$ cat src/rtl/vxe_vpu_cmd_issuer.sv
// VPU command-bus issuer: takes one CU command at a time over valid/ready and
// broadcasts it to the masked VPU queues, holding it until every target has acked.

module vxe_vpu_cmd_lane (
  input  logic clk,
  input  logic nrst,
  input  logic load,
  input  logic dst,
  input  logic ack,
  output logic sel,
  output logic rem
);
  logic pend_q, pend_d;

  // An ack on a lane with nothing pending falls out of the AND and is ignored.
  always_comb begin
    rem    = pend_q & ~ack;
    pend_d = load ? dst : rem;
  end

  always_ff @(posedge clk or negedge nrst) begin
    if (!nrst) pend_q <= 1'b0;
    else       pend_q <= pend_d;
  end

  assign sel = pend_q;
endmodule

module vxe_vpu_cmd_issuer #(
  parameter int NVPU    = 2,
  parameter int STALL_W = 16
) (
  input  logic               clk,
  input  logic               nrst,
  input  logic               i_vld,
  output logic               o_rdy,
  input  logic [4:0]         i_op,
  input  logic [2:0]         i_th,
  input  logic [47:0]        i_pl,
  input  logic [NVPU-1:0]    i_dst,
  output logic [NVPU-1:0]    o_cmd_sel,
  input  logic [NVPU-1:0]    i_cmd_ack,
  output logic [4:0]         o_cmd_op,
  output logic [2:0]         o_cmd_th,
  output logic [47:0]        o_cmd_pl,
  output logic               o_busy,
  output logic [STALL_W-1:0] o_stall_cnt,
  input  logic               i_stall_clr
);
  typedef struct packed {
    logic [4:0]  op;
    logic [2:0]  th;
    logic [47:0] pl;
  } cmd_t;

  typedef enum logic {IDLE, ISSUE} state_t;

  state_t             state_q, state_d;
  cmd_t               cmd_q, cmd_d;
  logic [STALL_W-1:0] stall_cnt_q, stall_cnt_d;
  logic [NVPU-1:0]    pend_nxt;
  logic               pend_none;
  logic               accept;

  genvar g;
  generate
    for (g = 0; g < NVPU; g++) begin : g_lane
      vxe_vpu_cmd_lane u_lane (
        .clk  (clk),
        .nrst (nrst),
        .load (accept),
        .dst  (i_dst[g]),
        .ack  (i_cmd_ack[g]),
        .sel  (o_cmd_sel[g]),
        .rem  (pend_nxt[g])
      );
    end
  endgenerate

  // Ready in ISSUE as soon as this cycle's acks retire the last target,
  // which lets a new command follow with no bubble.
  always_comb begin
    pend_none = ~|pend_nxt;
    o_rdy     = (state_q == IDLE) | pend_none;
    accept    = i_vld & o_rdy;

    state_d = state_q;
    cmd_d   = cmd_q;
    if (accept) begin
      cmd_d   = '{op: i_op, th: i_th, pl: i_pl};
      state_d = (|i_dst) ? ISSUE : IDLE;
    end else if (state_q == ISSUE && pend_none) begin
      state_d = IDLE;
    end

    stall_cnt_d = stall_cnt_q;
    if (i_stall_clr)                      stall_cnt_d = '0;
    else if (!pend_none && ~&stall_cnt_q) stall_cnt_d = stall_cnt_q + STALL_W'(1);
  end

  always_ff @(posedge clk or negedge nrst) begin
    if (!nrst) begin
      state_q     <= IDLE;
      cmd_q       <= '0;
      stall_cnt_q <= '0;
    end else begin
      state_q     <= state_d;
      cmd_q       <= cmd_d;
      stall_cnt_q <= stall_cnt_d;
    end
  end

  assign o_cmd_op    = cmd_q.op;
  assign o_cmd_th    = cmd_q.th;
  assign o_cmd_pl    = cmd_q.pl;
  assign o_busy      = (state_q == ISSUE);
  assign o_stall_cnt = stall_cnt_q;
endmodule
$ cat config.mk
export PLATFORM = sky130hd
export DESIGN_NAME = vxe_vpu_cmd_issuer
export DESIGN_NICKNAME = d
export VERILOG_FILES = /design/src/rtl/vxe_vpu_cmd_issuer.sv
export SDC_FILE = /design/constraint.sdc
export NUM_CORES = 1
export LEC_CHECK = 0
export ABC_CLOCK_PERIOD_IN_PS = 2600
export CAP_MARGIN = 20
export CORE_MARGIN = 4
export CORE_UTILIZATION = 40
export CTS_CLUSTER_DIAMETER = 30
export DETAILED_ROUTE_END_ITERATION = 7
export GPL_TIMING_DRIVEN = 0
export PLACE_DENSITY = 0.85
export SYNTH_ARGS = -nofsm -noshare
export SYNTH_HDL_FRONTEND = slang
export SYNTH_SLANG_ARGS = --single-unit
$ cat constraint.sdc
create_clock -name clk -period 2.6 [get_ports clk]
set_input_delay 0.65 -clock clk [delete_from_list [all_inputs] [get_ports clk]]
set_output_delay 0.65 -clock clk [all_outputs]
set_load 0.01 [all_outputs]
# Yosys cells after proc, flatten, opt, wreduce, memory -nomap -nowiden
# Index checks and enable logic that the tools add are counted.
[word_totals] input_bits=64 latch_bits=0 wordCells=31 ram_bits=0 regBits=75 rom_bits=0 n_memories=0 output_inout_bits=76
[classes] mux=7 magnitude_cmp=0 n_div=0 shifts=0 addsub=1 reduce_logical=9 n_bitwise=7 n_eq_ne=0 n_mul=0
[ops] operator="2-to-1 mux 16 bit" n=2
[ops] operator="adder 16 x 1 -> 16 bit, second input constant" n=1
[ops] operator="AND reduction 16 bit" n=1
[ops] operator="2-to-1 mux 1 bit" n=5
[ops] operator="nonzero test 2 bit" n=2
[ops] operator="OR reduction 2 bit" n=2
[ops] operator="AND 1 bit" n=3
[ops] operator="inverter 1 bit" n=3
[ops] operator="logical AND 1 bit" n=2
[ops] operator="zero test 1 bit" n=2
[ops] operator="OR 1 bit" n=1

# Logic depth before layout (Yosys ltp)
# Gate-level depths: netlist of run 1.
[logic_depth] depth_word=7 depth_mapped=7 ltp_nobuf=5

# By module
# A second synthesis of run 1 with hierarchy kept.
[hier_totals] cells_unflattened=228 area_unflattened_um2=3305.7
[modules_own_cells] mod="vxe_vpu_cmd_issuer" cells_per_inst=222 instances=1 seq_area_each_um2=1826.8 area_each_um2=3205.6
[modules_own_cells] mod="vxe_vpu_cmd_lane" cells_per_inst=3 instances=2 seq_area_each_um2=25.0 area_each_um2=50.0

# Worst setup path before layout of run 1
# No wires, ideal clock.
[synth_timing] kind="input -> register" start="input port i_cmd_ack[1]" end="register g_lane[0].u_lane.pend_q" path_stages=6 setup_ns=0.127 slack_ns=0.752 n_path_buf=2 arrival_ns=1.720 required_ns=2.473 path_cell_list="nor2b_4 o21ai_2 nand2_1 buf_2 buf_6 mux2_1"
[synth_via] elab_chain_len=7
[synth_lines] element="start: declaration" line="42" text="input logic [NVPU-1:0] i_cmd_ack,"
[synth_lines] element="inverter 1 bit" line="17" text="rem = pend_q & ~ack;"
[synth_lines] element="AND 1 bit" line="17"
[synth_lines] element="OR reduction 2 bit" line="83" text="pend_none = ~|pend_nxt;"
[synth_lines] element="zero test 1 bit" line="83"
[synth_lines] element="OR 1 bit" line="84" text="o_rdy = (state_q == IDLE) | pend_none;"
[synth_lines] element="named net o_rdy" line="36" text="output logic o_rdy,"
[synth_lines] element="AND 1 bit" line="85" text="accept = i_vld & o_rdy;"
[synth_lines] element="2-to-1 mux 1 bit" line="18" text="pend_d = load ? dst : rem;"
[synth_lines] element="named net g_lane[0].u_lane.pend_d" line="13" text="logic pend_q, pend_d;"
[synth_lines] element="end signal: assignment" line="23" text="else pend_q <= pend_d;"
[synth_lines] element="end: declaration" line="13"
# The timed path passes the listed nets, and every way through them passes these cells.
# A chain may end at the register's enable or synchronous reset.

# Worst setup path after layout of run 1
[layout_timing] start="input port i_cmd_ack[1]" end="output port o_rdy"
[layout_via] elab_chain_len=5
[layout_lines] element="inverter 1 bit" line="17"
[layout_lines] element="AND 1 bit" line="17"
[layout_lines] element="OR reduction 2 bit" line="83"
[layout_lines] element="zero test 1 bit" line="83"
[layout_lines] element="OR 1 bit" line="84"
[layout_lines] element="end: declaration" line="36"
# Every way passes these cells.

==> results of run 1 <==
## Yosys cell counts, types with 2 or more instances
library cell / number / area share
dfrtp_1: 75 / 0.58
mux2_2: 40 / 0.14
mux2_1: 20 / 0.069
nand2_1: 8 / 0.0092
a21oi_1: 7 / 0.011
nor2_1: 7 / 0.0081
or4_1: 5 / 0.012
buf_2: 4 / 0.0062
nor2b_1: 4 / 0.0077
o21ai_1: 4 / 0.0062
o31ai_1: 4 / 0.0092
a21oi_2: 3 / 0.0081
buf_6: 3 / 0.010
nand4_1: 3 / 0.0058
nor4_1: 3 / 0.0058
buf_4: 2 / 0.0046
inv_1: 2 / 0.0023
mux2_4: 2 / 0.0092
nand2b_1: 2 / 0.0038
nand3_1: 2 / 0.0031
nand4_2: 2 / 0.0077
nor2b_4: 2 / 0.0085
nor3_1: 2 / 0.0031
o21ai_0: 2 / 0.0031
or3_2: 2 / 0.0046
## final timing paths
check	startpoint	end	slack, ns	cells after the start
worst min register to register	o_cmd_pl[11]$_DFFE_PN0P_	o_cmd_pl[11]$_DFFE_PN0P_	0.49	1
worst max register to register	o_stall_cnt[0]$_DFFE_PN0P_	o_stall_cnt[12]$_DFFE_PN0P_	0.77	5
worst max-delay path	i_cmd_ack[1]	o_rdy	0.20	4
max in group asynchronous	nrst	o_cmd_pl[6]$_DFFE_PN0P_	1.79	2
worst min-delay path	nrst	o_stall_cnt[9]$_DFFE_PN0P_	0.24	1
min in group clk	o_cmd_pl[11]$_DFFE_PN0P_	o_cmd_pl[11]$_DFFE_PN0P_	0.49	1
## power by group through the flow
stage / logic (uW) / registers, uW / clock network [uW]
6_report: 688 / 1370 / 1040
3_5_place_dp: 698 / 1390 / 0
5_1_grt: 738 / 1390 / 1130
4_1_cts: 702 / 1370 / 1070
3_3_place_gp: 682 / 1380 / 0
2_1_floorplan: 190 / 1450 / 0
## final cells by class
cell class | instances | area share
Sequential cell | 75 | 0.374
Timing Repair Buffer | 139 | 0.280
Multi-Input combinational cell | 142 | 0.255
Tap cell | 102 | 0.0255
Clock buffer | 9 | 0.0247
Clock inverter | 5 | 0.0207
Buffer | 12 | 0.0182
Inverter | 2 | 0.00150
## worst reg2reg max path, delay by kind of cell, from the launching register on
family / cells / cell delay, ns
AND/OR/NAND/NOR: 2 / 0.43
flip-flops: 1 / 0.42
multiplexers: 1 / 0.38
AO/OA/AOI/OAI: 1 / 0.30
adder cells (fa/ha/maj): 1 / 0.19
## flip-flops by register name, summed over array words and instances, names as in the netlist
| signal | count |
|---|---|
| o_busy | 1 |
| o_cmd_th | 3 |
| o_cmd_op | 5 |
| o_cmd_pl | 48 |
| o_stall_cnt | 16 |
| g_lane.u_lane.sel | 2 |
## kinds of logic after synthesis
family / share of synthesized area
compound gates: 0.0658
fa+ha+maj: 0.00385
buf+inv: 0.0304
flops: 0.577
mux: 0.217
simple gates: 0.106
## metrics by stage
stage | total power, uW | cells | utilization
after floorplan | 1640 | 231 | -
after global placement | 2060 | 471 | 0.610
after detailed placement | 2090 | 472 | 0.613
after CTS | 3140 | 486 | 0.642
after global routing | 3250 | 486 | 0.642
final | 3100 | 486 | 0.642
## per-layer routing
layer  track usage  up-vias  wire (microns)
li1              -     1139               -
met4        0.0536        0             133
met1         0.188     1225            2980
met5             0        -               0
met2         0.288       96            4040
met3        0.0707       14             745
==> impl_metrics.json, run 1 <==
{
  "vias": 2474,
  "hold_class": "in -> async",
  "grt_pass1_wl_microns": 13200,
  "cap_violations": 0,
  "final_net_count": 446,
  "final_cell_area_sq_mm": 0.00501,
  "whs_ns": 0.240,
  "crit_family": "buffers and inverters",
  "p_per_area_mw_per_mm2": 619,
  "rows": 32,
  "clock.fmax_ghz": 0.417,
  "crit_fanout": 5,
  "crit_slowest_cell": "clkdlybuf4s50_1",
  "cts_buffers": 9,
  "fin_ws_ns": 0.202,
  "grt_max_degree": 47,
  "routed_wl_microns": 7900,
  "worst_pin_slew_ns": 0.575,
  "synthArstFlopShare": 1.00,
  "hold_buffers": 0,
  "place_area_sq_mm": 0.00479,
  "vias_per_cell": 5.09,
  "intPower_uw": 2360,
  "grt_overflow_total": 0,
  "synth_flop_cell": "dfrtp_1",
  "wl_per_cell_microns": 16.2,
  "required_ns": 1.95,
  "dp_slack_ns": -0.0777,
  "finalHoldViolations": 0,
  "layout_commonest_cell": "clkdlybuf4s50_1",
  "syn_nets": 296,
  "yosys_warnings": 0,
  "fin_skew_ns": 0.0119,
  "cp_data_arrival_time_ns": 1.75,
  "synthDistinctLibCells": 46,
  "routabilityCongestion": 0.755,
  "rsz0062_at_grt": "false",
  "syn_inst": 231,
  "dieWidth_microns": 98.2,
  "path_buf_inv": 2,
  "power_switching_uw": 739,
  "worstSkewPairLatency_ns": 0.33,
  "port_buffers": 138,
  "netlist_area_sq_mm": 0.00325,
  "tns_ns": 0,
  "path_cells": "clkdlybuf4s50_1 -> nor2b_4 -> o21ai_2 -> dlygate4sd2_1",
  "track_usage": 0.167,
  "cts.htree.levels": 3,
  "period_minus_slack_ns": 2.40,
  "start_kind": "input pin",
  "dp_hpwl_microns": 6030,
  "final_cell_mix": "136 x clkdlybuf4s50_1, 75 x dfrtp_1, 40 x mux2_2",
  "end_kind": "output port",
  "cts_resized": 1,
  "clk_pin_slew_ns": 0.08,
  "setup_viol": 0,
  "drtAntennaViolNets": 0,
  "seq_area_sq_mm": 0.00188,
  "yosys_register_bits": 75,
  "clkPwrFrac": 0.337,
  "core_sq_mm": 0.00781,
  "drt_pass1_iterations": 4,
  "cts.sinks": 75,
  "antenna_found_initial": 0,
  "worst-setup-path-type": "in -> out",
  "switching_share": 0.238,
  "irDropWorstVdd_mv": 0.398,
  "leakage_uw": 0.00204,
  "drive_gt1_frac": 0.229,
  "max_slew_margin": 0.617,
  "grt_pass1_vias": 2666,
  "multi_input_area_sq_mm": 0.00128,
  "p_comb_frac": 0.222,
  "slew_viol_final": 0,
  "root_buffer": "clkbuf_8",
  "area_delta_synth_final_pct": 54.1,
  "start_util": 0.417,
  "seq_area_frac_synth": 0.577,
  "diodes": 0,
  "clock_path_buffers": 2,
  "synth.avg_cell_area_sq_um": 14.1,
  "fin_crit_sh": 0.922,
  "p_seq_frac": 0.441,
  "drt_iter0_markers": 29,
  "post_cts_buffers": 0,
  "pin_count": 140,
  "dieArea_sq_mm": 0.00964,
  "die_y_microns": 98.2,
  "fill_cells": 622,
  "synth-edff-count": 0,
  "cts_tree": "done",
  "max_stage_delay_ns": 0.54,
  "status": "finished, final reports clean",
  "drc": 0
}
Note: power is estimated with default switching activity, not from simulation.
==> run 2: changes to the inputs <==
--- a/config.mk
+++ b/config.mk
@@ -13,6 +13,7 @@
 export DETAILED_ROUTE_END_ITERATION = 7
 export GPL_TIMING_DRIVEN = 0
 export PLACE_DENSITY = 0.85
+export RECOVER_POWER = 50
 export SYNTH_ARGS = -nofsm -noshare
 export SYNTH_HDL_FRONTEND = slang
 export SYNTH_SLANG_ARGS = --single-unit
==> run 2 against run 1 <==
Against the previous run: the run now ends with max-capacitance violations, max-slew violations left; largest power group unchanged; largest cell class unchanged; count of clock-buffer cells in the layout did not move; sequential power barely moved; global-route usage is the same; non-clock buffer count is the same; power shrank 1.1%; clock skew hardly changed; first-iteration DRC count shrank 24%.
==> impl_metrics.json, run 2 (synthesized netlist as in run 1, its figures left out) <==
{
  "status": "complete, but fails checks",
  "violations": "max-capacitance violations, max-slew violations",
  "fin_crit_sh": 0.922,
  "fill_cells": 628,
  "grt_max_degree": 47,
  "worstSkewPairLatency_ns": 0.33,
  "r2r_slack_ns": 0.46,
  "final_cell_area_sq_mm": 0.00497,
  "max_slew_margin": -0.102,
  "cts_buffers": 9,
  "reg2reg_from": "o_stall_cnt[4]$_DFFE_PN0P_",
  "cts_tree": "done",
  "dieArea_sq_mm": 0.00964,
  "max_stage_delay_ns": 0.54,
  "irDropWorstVdd_mv": 0.395,
  "path_cells": "clkdlybuf4s50_1 -> nor2b_4 -> o21ai_2 -> dlygate4sd2_1",
  "layout_commonest_cell": "clkdlybuf4s50_1",
  "crit-reg2reg-capture": "o_stall_cnt[1]$_DFFE_PN0P_",
  "drive_gt1_frac": 0.216,
  "clock.fmax_ghz": 0.417,
  "period_minus_slack_ns": 2.40,
  "cts_resized": 1,
  "track_usage": 0.167,
  "drc": 0,
  "dp_hpwl_microns": 6030,
  "slew_viol_final": 30,
  "fin_skew_ns": 0.0117,
  "clk_pin_slew_ns": 0.08,
  "setup_viol": 0,
  "drt_pass1_iterations": 4,
  "cap_violations": 1,
  "holdPathEnd": "o_cmd_pl[11]$_DFFE_PN0P_",
  "hold_class": "reg -> reg",
  "worst-setup-path-type": "in -> out",
  "crit_fanout": 5,
  "path_buf_inv": 2,
  "worst_pin_slew_ns": 1.65,
  "cts.htree.levels": 3,
  "grt_pass1_vias": 2666,
  "wl_per_cell_microns": 16.1,
  "rows": 32,
  "routabilityCongestion": 0.755,
  "clock_path_buffers": 2,
  "grt_overflow_total": 0,
  "leakage_uw": 0.00202,
  "start_kind": "input pin",
  "drt_iter0_markers": 22,
  "cts.sinks": 75,
  "crit_family": "buffers and inverters",
  "vias_per_cell": 5.07,
  "largest_register_ffs": 48,
  "multi_input_area_sq_mm": 0.00125,
  "antenna_found_initial": 0,
  "drtAntennaViolNets": 0,
  "cp_data_arrival_time_ns": 1.75,
  "hold_buffers": 0,
  "place_area_sq_mm": 0.00479,
  "routed_wl_microns": 7820,
  "post_cts_buffers": 0,
  "pin_count": 140,
  "root_buffer": "clkbuf_8",
  "final_cell_mix": "106 x clkdlybuf4s50_1, 75 x dfrtp_1, 40 x mux2_2",
  "min_from": "o_cmd_pl[11]$_DFFE_PN0P_",
  "hold_depth": 1,
  "dieWidth_microns": 98.2,
  "core_sq_mm": 0.00781,
  "seq_area_sq_mm": 0.00188,
  "die_y_microns": 98.2,
  "power_uw": 3070,
  "p_per_area_mw_per_mm2": 618,
  "crit_slowest_cell": "clkdlybuf4s50_1",
  "r2r_cells": 6,
  "whs_ns": 0.487,
  "grt_pass1_wl_microns": 13200,
  "port_buffers": 138,
  "end_kind": "output port",
  "vias": 2465,
  "diodes": 0,
  "rsz0062_at_grt": "false",
  "start_util": 0.417,
  "area_delta_synth_final_pct": 52.7,
  "final_net_count": 446,
  "required_ns": 1.95,
  "finalHoldViolations": 0
}
==> run 2: changes by cell type in the layout (fill, tap and decap cells not counted), sizes merged <==
cell           change
dlygate4sd3       +30
clkdlybuf4s50     -30
buf                -3
clkbuf             +3
==> run 2: worst max-delay path by stage <==
stage | start | to | slack (ns) | cells after the start
6_report | i_cmd_ack[1] | o_rdy | 0.20 | 4
5_1_grt | i_cmd_ack[1] | o_rdy | 0.13 | 4
4_1_cts | i_cmd_ack[1] | o_rdy | 0.19 | 4
3_5_place_dp | i_cmd_ack[1] | o_rdy | -0.08 | 4
3_3_place_gp | nrst | o_cmd_op[0]$_DFFE_PN0P_ | -1.77 | 1
2_1_floorplan | i_cmd_ack[1] | g_lane[0].u_lane.sel$_DFF_PN0_ | 0.75 | 6
==> run 2: routing by layer <==
metal  up-vias  GRT usage  routed length (microns)
met5         -          0                        0
met4         0     0.0536                      127
met3        12     0.0707                      752
met2        93      0.288                     4040
met1      1221      0.188                     2900
li1       1139          -                        -
==> run 2: worst register-to-register path, cell delays in order, from the launching register on <==
cell and delay (ns):
dfrtp_1 0.48, nand4_2 0.19, nor4_1 0.40, clkbuf_1 0.40
clkbuf_2 0.32, nand3b_1 0.16, a21oi_1 0.07
==> run 2: power by group <==
part | switching [uW] | internal [uW]
clock | 416 | 628
combinational | 251 | 409
sequential | 66.1 | 1300
total | 733 | 2340
==> run 2: metrics by stage <==
step,std cells,utilization,worst slack [ns],TNS (ns)
after floorplan,231,-,0.752,0
after global placement,471,0.610,-1.77,-132.46
after detailed placement,472,0.613,-0.0777,-0.0777
after CTS,486,0.642,0.187,0
after global routing,486,0.636,0.133,0
final,486,0.636,0.202,0
==> run 2: cell type report <==
class | count | share of cell area
Sequential cell | 75 | 0.378
Timing Repair Buffer | 139 | 0.282
Multi-Input combinational cell | 142 | 0.252
Tap cell | 102 | 0.0257
Clock buffer | 9 | 0.0249
Clock inverter | 5 | 0.0209
Buffer | 12 | 0.0149
Inverter | 2 | 0.00151
==> run 3: changes to the inputs <==
--- a/config.mk
+++ b/config.mk
@@ -12,6 +12,7 @@
 export CTS_CLUSTER_DIAMETER = 30
 export DETAILED_ROUTE_END_ITERATION = 7
 export GPL_TIMING_DRIVEN = 0
+export HOLD_SLACK_MARGIN = 0.1
 export PLACE_DENSITY = 0.85
 export RECOVER_POWER = 50
 export SYNTH_ARGS = -nofsm -noshare
==> results of run 3 <==
No change in the layout: final DEF, timing and power equal those of run 2.
==> variant 1: new RTL, settings of run 3 <==
Set the parameter `NVPU` to 4 (it was 2).
--- a/src/rtl/vxe_vpu_cmd_issuer.sv
+++ b/src/rtl/vxe_vpu_cmd_issuer.sv
@@ -29,3 +29,3 @@
 module vxe_vpu_cmd_issuer #(
-  parameter int NVPU    = 2,
+  parameter int NVPU    = 4,
   parameter int STALL_W = 16
Ports: changed (resized i_cmd_ack, i_dst and o_cmd_sel); port bits go from 140 to 146. The function was not compared with the original's and may differ.
==> variant 1 against run 3 <==
Total power increased by 23%; the flow still finishes with violations (max-capacitance violations, max-slew violations); critical path type unchanged; clock power shrank 4%; design area up 9.9%; area after synthesis grew 10%; fmax decreased by 5.0%; sequential cell count rose by 2; clock skew grew 0.0032 ns; cell count increased by 6.4%; synthesized cell count up 6.1%; wire length is 11% higher; largest cell class unchanged; setup slack worse by 0.13 ns; highest routed layer unchanged.
==> variant 1: results (changes against run 3) <==
| Metric | Value |
|---|---|
| Max-slew violation count | `36 (was 30)` |
| Outcome | `complete, but fails checks (unchanged)` |
| Worst R2R Start | `g_lane[0].u_lane.sel (was o_stall_cnt[4])` |
| All-layer global routing usage | `0.163 (was 0.167)` |
| Largest net degree at the start of global routing | `43 (was 47)` |
| Vias in the first global route | `2730 (was 2666)` |
| Slew headroom | `-0.292 (was -0.102)` |
| R2R Setup Slk | `0.61 ns (was 0.46 ns)` |
| Failing checks | `max-capacitance violations, max-slew violations (unchanged)` |
| Mapped Avg Cell Area | `14.6 um2 (was 14.1 um2)` |
| Post-DP HPWL | `6510 um (was 6030 um)` |
| Clk_skew | `0.0149 ns (was 0.0117 ns)` |
| DR WL/cell | `16.8 um (was 16.1 um)` |
| Fill cells | `684 (was 628)` |
| Post-synthesis net count | `314 (was 296)` |
| Vias | `2580 (was 2465)` |
| Place WS | `-0.926 ns (was -0.0777 ns)` |
| Synth top cells by count | `77 x dfrtp_1, 60 x mux2_4, 10 x nor2_1 (was 75 x dfrtp_1, 40 x mux2_2, 20 x mux2_1)` |
| Max cap viols | `1 (unchanged)` |
| Critical Path AT | `1.88 ns (was 1.75 ns)` |
| Layout cells sized above 1 | `0.249 (was 0.216)` |
| Mux share of post-synthesis cell area | `0.274 (was 0.217)` |
| Worst IR Drop VDD | `0.366 mV (was 0.395 mV)` |
| FF-to-FF End | `o_cmd_pl[9] (was o_stall_cnt[1])` |
| Lkg Pwr | `2.44 nW (was 2.02 nW)` |
| HP Start | `o_cmd_th[1] (was o_cmd_pl[11])` |
-- variant 1: cell count changes in the layout (fill, tap and decap cells not counted), sizes merged, moves of 3 or more --
cell / before / now
buf: 10 / 16
clkinvlp: 0 / 3
dlygate4sd3: 30 / 37
inv: 2 / 5
mux2: 62 / 67
nand2: 8 / 5
nand3: 2 / 6
nor2: 7 / 10
nor2b: 6 / 9
nor4: 5 / 8
o21ai: 7 / 4
-- variant 1: timing repair --
item | in CTS | in global routing
setup endpoints to repair | 1 | 1
cloned | 0 | 0
endpoints found under the hold margin | 0 | 0
setup buffers | 2 | 0
pin swaps | 1 | 1
gates resized for setup | 9 | 7
-- variant 1: worst max-delay path by stage --
stage,start,endpoint,slack [ns],cells after the start
2_1_floorplan,i_cmd_ack[3],o_rdy,0.34,4
3_5_place_dp,i_cmd_ack[3],o_rdy,-0.93,6
6_report,i_cmd_ack[1],o_rdy,0.07,6
4_1_cts,i_cmd_ack[0],o_rdy,0.01,6
3_3_place_gp,nrst,o_cmd_pl[23],-1.71,1
5_1_grt,i_cmd_ack[1],o_rdy,0.02,6
-- variant 1: layout make-up --
type                       instances  area share
clock inverter                     7      0.0183
sequential                        77       0.353
multi-input combinational        148       0.282
buffer                            15      0.0236
timing repair buffer             148       0.272
inverter                           5     0.00344
tap                              108      0.0248
clock buffer                       9      0.0227
-- variant 1: power by group through the flow --
stage / Sequential (mW) / Combinational [mW] / Clock, mW
floorplan: 1.65 / 0.501 / 0
global placement: 1.55 / 1.24 / 0
detailed placement: 1.56 / 1.26 / 0
CTS: 1.55 / 1.29 / 1.03
global route: 1.57 / 1.30 / 1.09
finish: 1.54 / 1.22 / 1.00
==> variant 2: new RTL, settings of run 3 <==
Made on the original files. Reset style: synchronous (`nrst`), changed in 2 clocked blocks.
--- a/src/rtl/vxe_vpu_cmd_issuer.sv
+++ b/src/rtl/vxe_vpu_cmd_issuer.sv
@@ -20,3 +20,3 @@
 
-  always_ff @(posedge clk or negedge nrst) begin
+  always_ff @(posedge clk) begin
     if (!nrst) pend_q <= 1'b0;
@@ -100,3 +100,3 @@
 
-  always_ff @(posedge clk or negedge nrst) begin
+  always_ff @(posedge clk) begin
     if (!nrst) begin
Check against the original RTL: differs if nrst is asserted again (counterexample within 4 cycles, from zero or initial values and one cycle with nrst low); with nrst held inactive, the same outputs for 10 cycles.
==> variant 2 against run 3 <==
Design area increased by 5.3%; sequential cell count did not move; setup slack got worse by 0.052 ns; sequential share of layout area decreased by 9.1 points; cell count increased by 31%; wire length grew 32%; total power shrank 12%; first-iteration DRC count increased to 7.3 times the old value; area after synthesis up 7.1%; critical path type unchanged; largest cell class is now multi-input combinational cells.
==> variant 2: results (changes against run 3) <==
| Metric | Value |
|---|---|
| Met3 usage | `0.0668 (was 0.0707)` |
| DR WL/cell | `16.3 um (was 16.1 um)` |
| Int Pwr | `2.08 mW (was 2.34 mW)` |
| Slew @ Worst Pin | `0.682 ns (was 1.65 ns)` |
| Fraction of area in multi-input gates | `0.347 (was 0.252)` |
| Outcome | `completed (was complete, but fails checks)` |
| Lkg Pwr | `2.15 nW (was 2.02 nW)` |
| Largest net degree at the start of global routing | `20 (was 47)` |
| I/O Buffers | `137 (was 138)` |
| Critical path origin | `i_cmd_ack[0] (was i_cmd_ack[1])` |
| Global routing usage on met1 | `0.255 (was 0.188)` |
| Gpl congestion | `0.871 (was 0.755)` |
| Post-DP HPWL | `7730 um (was 6030 um)` |
| First-pass GRT wire length | `17200 um (was 13200 um)` |
| Routed metal-1 wire length | `4310 um (was 2900 um)` |
| Worst IR Drop VDD | `0.280 mV (was 0.395 mV)` |
| Dominant kind of cell | `multi-input combinational cells (was flip-flops and latches)` |
| Top_reg_cell synth | `dfxtp_1 (was dfrtp_1)` |
| All-layer global routing usage | `0.208 (was 0.167)` |
| Multi-Input Combinational | `265 (was 142)` |
| Metal3 WL | `946 um (was 752 um)` |
| Starting DRC count in detailed routing | `161 (was 22)` |
| R2R Setup Slk | `0.52 ns (was 0.46 ns)` |
| Nets | `592 (was 446)` |
| Synth top cells by count | `75 x dfxtp_1, 59 x and3_1, 58 x o21a_1 (was 75 x dfrtp_1, 40 x mux2_2, 20 x mux2_1)` |
| Place WS | `-0.832 ns (was -0.0777 ns)` |
| Cell Area, Placed | `4980 um2 (was 4790 um2)` |
| Fill cells | `706 (was 628)` |
| Post-synthesis compound-gate area fraction | `0.322 (was 0.0658)` |
| Seq. cell area | `1500 um2 (was 1880 um2)` |
| Met2 WL | `4890 um (was 4040 um)` |
| Post-synthesis net count | `444 (was 296)` |
| Signal buffers | `174 (was 151)` |
| Post-Layout Cell Count | `637 (was 486)` |
| Netlist cell types | `40 (was 46)` |
| Syn Inst Count | `379 (was 231)` |
| Inst Count DP | `621 (was 472)` |
| Critical Path AT | `1.80 ns (was 1.75 ns)` |
| Critical Path Fanout Max | `19 (was 5)` |
-- variant 2: cell types whose count changed after synthesis, sizes merged, moves of 57 or more --
cell    before  now
dfrtp       75    0
and3         1   60
mux2        62    0
a21boi       0   57
o21a         1   58
dfxtp        0   75
-- variant 2: logic make-up (layout without fill, tap and decap cells) --
logic type	count (synthesis)	after routing
AOI/OAI and AO/OA	152	152
and+or+nand+nor	111	111
DFF	75	75
buffers and inverters	39	192
adders and majority gates	1	1
muxes	1	1
-- variant 2: how the worst min path moves through the flow --
stage / from / end / slack, ns / cells past startpoint
2_1_floorplan: o_stall_cnt[14] / o_stall_cnt[14] / 0.51 / 2
3_3_place_gp: o_stall_cnt[14] / o_stall_cnt[14] / 0.49 / 2
3_5_place_dp: o_stall_cnt[14] / o_stall_cnt[14] / 0.50 / 2
4_1_cts: o_stall_cnt[14] / o_stall_cnt[14] / 0.51 / 2
5_1_grt: o_stall_cnt[14] / o_stall_cnt[14] / 0.55 / 2
6_report: o_stall_cnt[14] / o_stall_cnt[14] / 0.51 / 2
